==> config.mk <==
export PLATFORM = sky130hd
export DESIGN_NAME = pulse_stretcher_mc_flat
export DESIGN_NICKNAME = d
export VERILOG_FILES = /design/src/rtl/pulse_stretcher_mc_if.sv /design/src/rtl/pulse_stretcher_mc.sv /design/src/flat_wrapper.sv
export SDC_FILE = /design/constraint.sdc
export NUM_CORES = 1
export LEC_CHECK = 0
export ABC_AREA = 0
export CAP_MARGIN = 20
export CORE_ASPECT_RATIO = 1.1
export CORE_UTILIZATION = 26
export DETAILED_ROUTE_END_ITERATION = 10
export SYNTH_ARGS = -nofsm -noshare
export SYNTH_HDL_FRONTEND = slang
export SYNTH_SLANG_ARGS = --single-unit
==> constraint.sdc <==
create_clock -name clk -period 4.9 [get_ports clk]
set_input_delay 0.735 -clock clk [delete_from_list [all_inputs] [get_ports clk]]
set_output_delay 0.735 -clock clk [all_outputs]
set_load 0.02 [all_outputs]
==> src/rtl/pulse_stretcher_mc_if.sv <==
// Bundle between pulse_stretcher_mc and its user: shared trigger config, per-channel events and strobes.
// drop_cnt exists only when DROP_CNT_EN is defined.
interface pulse_stretcher_mc_if #(
  parameter int CHANNELS = 4,
  parameter int CNT_W    = 10
);
  logic                  en;
  logic [1:0]            edge_sel;
  logic                  retrig;
  logic [CNT_W-1:0]      width;
  logic [CHANNELS-1:0]   a;
  logic [CHANNELS-1:0]   b;
  logic [CHANNELS-1:0]   busy;
`ifdef DROP_CNT_EN
  logic [CHANNELS*8-1:0] drop_cnt;
`endif

  modport master (
    output en, edge_sel, retrig, width, a,
    input  b, busy
`ifdef DROP_CNT_EN
    , input drop_cnt
`endif
  );

  modport slave (
    input  en, edge_sel, retrig, width, a,
    output b, busy
`ifdef DROP_CNT_EN
    , output drop_cnt
`endif
  );
endinterface

==> src/rtl/pulse_stretcher_mc.sv <==
// Multi-channel sync + edge-detect one-shot: b follows the a edge by SYNC_STAGES+DELAY cycles, busy by SYNC_STAGES.
// No backpressure; triggers arriving while a channel is busy are reloaded or dropped (counted when DROP_CNT_EN).
module pulse_stretcher_mc #(
  parameter int CHANNELS    = 4,
  parameter int CNT_W       = 10,
  parameter int SYNC_STAGES = 2,
  parameter int DELAY       = 1
) (
  input  logic                  clk,
  input  logic                  rst_n,
  pulse_stretcher_mc_if.slave   ps
);

  typedef enum logic {ST_IDLE = 1'b0, ST_ACTIVE = 1'b1} state_e;

  logic [SYNC_STAGES-1:0] sync_q [CHANNELS];
  logic [SYNC_STAGES-1:0] sync_d [CHANNELS];
  logic [CHANNELS-1:0]    hist_q, hist_d;
  logic [CHANNELS-1:0]    rise, fall, trig;
  logic                   sel_rise, sel_fall;

  state_e                 state_q [CHANNELS];
  state_e                 state_d [CHANNELS];
  logic [CHANNELS-1:0]    o_q, o_d;
  logic [CNT_W-1:0]       cnt_q [CHANNELS];
  logic [CNT_W-1:0]       cnt_d [CHANNELS];
  logic [CNT_W-1:0]       width_m1;
  logic                   width_nz;

  assign width_m1 = ps.width - CNT_W'(1);
  assign width_nz = |ps.width;
  assign sel_rise = ps.en & ((ps.edge_sel == 2'b00) | (ps.edge_sel == 2'b10));
  assign sel_fall = ps.en & ((ps.edge_sel == 2'b01) | (ps.edge_sel == 2'b10));

  always_comb begin
    sync_d = sync_q;
    hist_d = hist_q;
    rise   = '0;
    fall   = '0;
    for (int i = 0; i < CHANNELS; i++) begin
      sync_d[i] = {sync_q[i][SYNC_STAGES-2:0], ps.a[i]};
      hist_d[i] = sync_q[i][SYNC_STAGES-1];
      rise[i]   = sync_q[i][SYNC_STAGES-1] & ~hist_q[i];
      fall[i]   = ~sync_q[i][SYNC_STAGES-1] & hist_q[i];
    end
    trig = (rise & {CHANNELS{sel_rise}}) | (fall & {CHANNELS{sel_fall}});
  end

  // The terminal cnt==0 cycle always returns to IDLE, forcing a low gap between pulses.
  always_comb begin
    state_d = state_q;
    o_d     = o_q;
    cnt_d   = cnt_q;
    for (int i = 0; i < CHANNELS; i++) begin
      case (state_q[i])
        ST_IDLE: begin
          if (trig[i] && width_nz) begin
            state_d[i] = ST_ACTIVE;
            o_d[i]     = 1'b1;
            cnt_d[i]   = width_m1;
          end
        end
        ST_ACTIVE: begin
          if ((cnt_q[i] == '0) || (ps.retrig && trig[i] && !width_nz)) begin
            state_d[i] = ST_IDLE;
            o_d[i]     = 1'b0;
          end else if (ps.retrig && trig[i]) begin
            cnt_d[i] = width_m1;
          end else begin
            cnt_d[i] = cnt_q[i] - CNT_W'(1);
          end
        end
        default: begin
          state_d[i] = ST_IDLE;
          o_d[i]     = 1'b0;
        end
      endcase
    end
  end

  always_comb begin
    ps.busy = '0;
    for (int i = 0; i < CHANNELS; i++) begin
      ps.busy[i] = (state_q[i] == ST_ACTIVE);
    end
  end

  always_ff @(posedge clk or negedge rst_n) begin
    if (!rst_n) begin
      for (int i = 0; i < CHANNELS; i++) begin
        sync_q[i]  <= '0;
        state_q[i] <= ST_IDLE;
        cnt_q[i]   <= '0;
      end
      hist_q <= '0;
      o_q    <= '0;
    end else begin
      for (int i = 0; i < CHANNELS; i++) begin
        sync_q[i]  <= sync_d[i];
        state_q[i] <= state_d[i];
        cnt_q[i]   <= cnt_d[i];
      end
      hist_q <= hist_d;
      o_q    <= o_d;
    end
  end

  generate
    if (DELAY == 0) begin : g_nodly
      always_comb begin
        ps.b = o_q;
      end
    end else begin : g_dly
      logic [DELAY-1:0] dly_q [CHANNELS];
      logic [DELAY-1:0] dly_d [CHANNELS];

      always_comb begin
        dly_d = dly_q;
        ps.b  = '0;
        for (int i = 0; i < CHANNELS; i++) begin
          dly_d[i] = (dly_q[i] << 1) | DELAY'(o_q[i]);
          ps.b[i]  = dly_q[i][DELAY-1];
        end
      end

      always_ff @(posedge clk or negedge rst_n) begin
        if (!rst_n) begin
          for (int i = 0; i < CHANNELS; i++) dly_q[i] <= '0;
        end else begin
          for (int i = 0; i < CHANNELS; i++) dly_q[i] <= dly_d[i];
        end
      end
    end
  endgenerate

`ifdef DROP_CNT_EN
  // A trigger is lost when active and it cannot reload: retrig off, or on the terminal cycle.
  logic [CHANNELS-1:0] ignored;
  logic [7:0]          drop_q [CHANNELS];
  logic [7:0]          drop_d [CHANNELS];

  always_comb begin
    ignored     = '0;
    drop_d      = drop_q;
    ps.drop_cnt = '0;
    for (int i = 0; i < CHANNELS; i++) begin
      ignored[i] = (state_q[i] == ST_ACTIVE) & trig[i] & ((cnt_q[i] == '0) | ~ps.retrig);
      if (ignored[i] && (drop_q[i] != 8'hFF)) drop_d[i] = drop_q[i] + 8'd1;
      ps.drop_cnt[8*i +: 8] = drop_q[i];
    end
  end

  always_ff @(posedge clk or negedge rst_n) begin
    if (!rst_n) begin
      for (int i = 0; i < CHANNELS; i++) drop_q[i] <= '0;
    end else begin
      for (int i = 0; i < CHANNELS; i++) drop_q[i] <= drop_d[i];
    end
  end
`endif

endmodule

==> src/flat_wrapper.sv <==
// flat-port wrapper written by rule: the top's interface ports become plain ports
module pulse_stretcher_mc_flat 
#(
  parameter int CHANNELS    = 4,
  parameter int CNT_W       = 10,
  parameter int SYNC_STAGES = 2,
  parameter int DELAY       = 1
)
  (clk, rst_n, ps_en, ps_edge_sel, ps_retrig, ps_width, ps_a, ps_b, ps_busy);
  pulse_stretcher_mc_if #(.CHANNELS(CHANNELS), .CNT_W(CNT_W)) ps_i ();
  input  logic clk;
  input  logic rst_n;
  input wire logic [$bits(ps_i.en)-1:0] ps_en;
  input wire logic [$bits(ps_i.edge_sel)-1:0] ps_edge_sel;
  input wire logic [$bits(ps_i.retrig)-1:0] ps_retrig;
  input wire logic [$bits(ps_i.width)-1:0] ps_width;
  input wire logic [$bits(ps_i.a)-1:0] ps_a;
  output wire logic [$bits(ps_i.b)-1:0] ps_b;
  output wire logic [$bits(ps_i.busy)-1:0] ps_busy;
  assign ps_i.en = ps_en;
  assign ps_i.edge_sel = ps_edge_sel;
  assign ps_i.retrig = ps_retrig;
  assign ps_i.width = ps_width;
  assign ps_i.a = ps_a;
  assign ps_b = ps_i.b;
  assign ps_busy = ps_i.busy;
  pulse_stretcher_mc #(.CHANNELS(CHANNELS), .CNT_W(CNT_W), .SYNC_STAGES(SYNC_STAGES), .DELAY(DELAY)) u_core (.clk(clk), .rst_n(rst_n), .ps(ps_i));
endmodule
==> flow_summary.ini <==
[floorplanning]
rows = 47
io_pins = 28
die_area_sq_mm = 0.0160
core-area_sq_mm = 0.0151
initial_utilization_pct = 26.7
die_h_microns = 133
die_x_microns = 121

[grt]
grt_antenna_before_repair = 0
grt_pass1_wl_microns = 18200
grt_start_max_net_pins = 50
grt_overflow_total = 0
grt_pass1_vias = 3438
grt_usage_pct = 14.7

[placed_design]
numPlacedInstances = 618
place_congestion = 0.867
dp_hpwl_microns = 7950
portBuffers = 27

[routing]
vias = 3429
drt_iter0_markers = 215
route.detailed.drc = 0
ant_nets = 0
wl_per_cell_microns = 17.5
drt_pass1_iterations = 4
routed_wl_microns = 11100
drt-vias-per-instance = 5.42

[critical_path]
cpPeakStageDelay_ns = 0.59
path_class = in -> reg
worst_setup_path_start_kind = primary input
critical_path_required_ns = 5.11
path_cells = clkdlybuf4s50_1 > inv_1 > ha_1 > or4b_1 > or3_1 > and3_4 > o21ai_4 > inv_2 > a32o_1
cp_max_fo = 11
endpoint_kind = flop
crit_arrival_ns = 3.69
slowest_stage = or4b_1

[layout]
synthToLayoutAreaGrowth_pct = 18.8
final_common_cell = dfrtp_1
diodes = 0
drive_above_1_share_pct = 11.0
seqCellArea_sq_mm = 0.00160
nNetsFinal = 460
fin_util_pct = 31.7
nFillCells = 1529
multiInputGateArea_sq_mm = 0.00223
layoutNonFillerInstCount = 633
final_cell_mix = dfrtp_1 (64), o211ai_1 (31), mux2i_1 (29), nor2_1 (27), clkdlybuf4s50_1 (26)

[clock_network]
clock-sinks = 64
cts_buffer_depth = 2
ctsHoldBuffers = 0
cts_max_level = 3
clock_latency_ns = 0.33
clkTransAtPathRegs_ns = 0.05
postCtsSetupBuffers = 0
cts_buffers = 9
cts_tree = yes
root_buffer = clkbuf_16
cts_resized = 0

[sta]
rsz0062_at_grt = false
slew_violations = 0
hold_viol_final = 0
slew_headroom_pct = 43.3
worst_pin_slew_ns = 0.845
finalCritPeriodShare_pct = 70.9
setup-tns-final_ns = 0
fin_skew_ns = 0.00623
period_needed_ns = 3.47
max_freq_mhz = 288
timing.hold.ws_ns = 0.319
setup_viol = 0

[synth]
synthFlopType = dfrtp_1
ys_ff_latch = 64
synth_area_leaders = dfrtp_1 (40%), mux2i_1 (7.2%), o211ai_1 (5.8%)
yosysTopAreaCell = dfrtp_1
avgSynthCellArea_sq_um = 9.98
synth_edf_count = 0
async_reset_ff_share_pct = 100
syn_nets = 432
seq_area_frac_synth_pct = 39.6
synthCells = 405
synthDistinctLibCells = 70
yosysWarnings = 0
synth_area_sq_mm = 0.00404
netlist.area_leader.share_pct = 39.6

[pwr]
vdd_drop_max_v = 0.000208
power_density_mw_per_mm2 = 516
total_power_mw = 2.48
total_leakage_power_nw = 1.94

[job]
cap_violations = 0

[min_path]
hp-class = in -> async

[outcome]
outcome = complete, no violations
-- flip-flops by register name, indices dropped and copies added (netlist names) --
name            flops
u_core.hist_q       4
u_core.ps.b         4
u_core.cnt_q       40
u_core.sync_d       4
u_core.ps.busy      4
u_core.o_q          4
u_core.hist_d       4
-- logic make-up after synthesis --
logic type	synth area share, %
compound gates	24.5
xor+xnor	1.95
fa+ha+maj	2.17
buf+inv	5.08
flops	39.6
mux	8.86
simple gates	17.8
-- power by group --
group	leakage (nW)	switching (mW)	total [mW]	internal (mW)
registers	0.737	0.206	0.930	0.724
clock network	0.149	0.221	0.662	0.440
logic	1.05	0.454	0.886	0.433
total	1.94	0.881	2.48	1.60
-- layer usage --
metal / vias up / global-route usage (%) / wire length, microns
met5: - / 0 / 0
met4: 0 / 5.76 / 252
met3: 23 / 3.36 / 526
met2: 102 / 22.8 / 5170
met1: 1687 / 19.5 / 5150
li1: 1617 / - / -
-- final cells by class --
class | instances | share of cell area, %
well taps | 196 | 5.11
multi-input cells | 299 | 46.5
clock buffers | 11 | 4.85
inverters | 26 | 2.19
repair buffers | 33 | 6.47
clock inverters | 4 | 1.46
flip-flops and latches | 64 | 33.4
-- metrics by stage --
step                setup WS (ns)  cell area [sq um]
CTS                          1.44               4800
global placement             1.21               4500
global route                 1.29               4800
floorplan                    2.06               4040
finish                       1.43               4800
detailed placement           1.08               4500
-- synth_stat cells (4+ instances only) --
cell type  instances
o211ai_1          31
o2bb2ai_1         10
o21ai_1            4
a31oi_1            8
xor2_1             6
dfrtp_1           64
a21oi_1           13
nand4_1            5
clkbuf_1           8
nand3_1            6
ha_1               7
mux2i_1           29
nand2b_1          10
nand2_1           20
o21ai_0            4
nor4_1             8
mux2_2             6
inv_1             22
nor2_1            27
o22a_1             5
or3_1              5
buf_6              5
a22o_1            11
o22ai_1            4
nor3_1            14
-- worst max-delay path, delay by kind of cell --
family,cells,cell delay [ns]
AOI/OAI and AO/OA,2,0.43
adders and majority gates,1,0.23
buffers and inverters,3,0.84
and+or+nand+nor,3,1.44
-- final timing paths --
kind                                  start          endpoint  slack, ns  cells after the start
min reg2reg                u_core.sync_d[3]  u_core.hist_d[2]       0.35                      0
min                                   rst_n   u_core.cnt_q[1]       0.32                      1
max reg2reg                u_core.cnt_q[10]  u_core.cnt_q[14]       2.17                      7
min in group clk           u_core.sync_d[3]  u_core.hist_d[2]       0.35                      0
max in group asynchronous             rst_n  u_core.cnt_q[18]       3.62                      2
max                             ps_width[0]  u_core.cnt_q[14]       1.43                      9
Power figures use the tool's default switching activity.
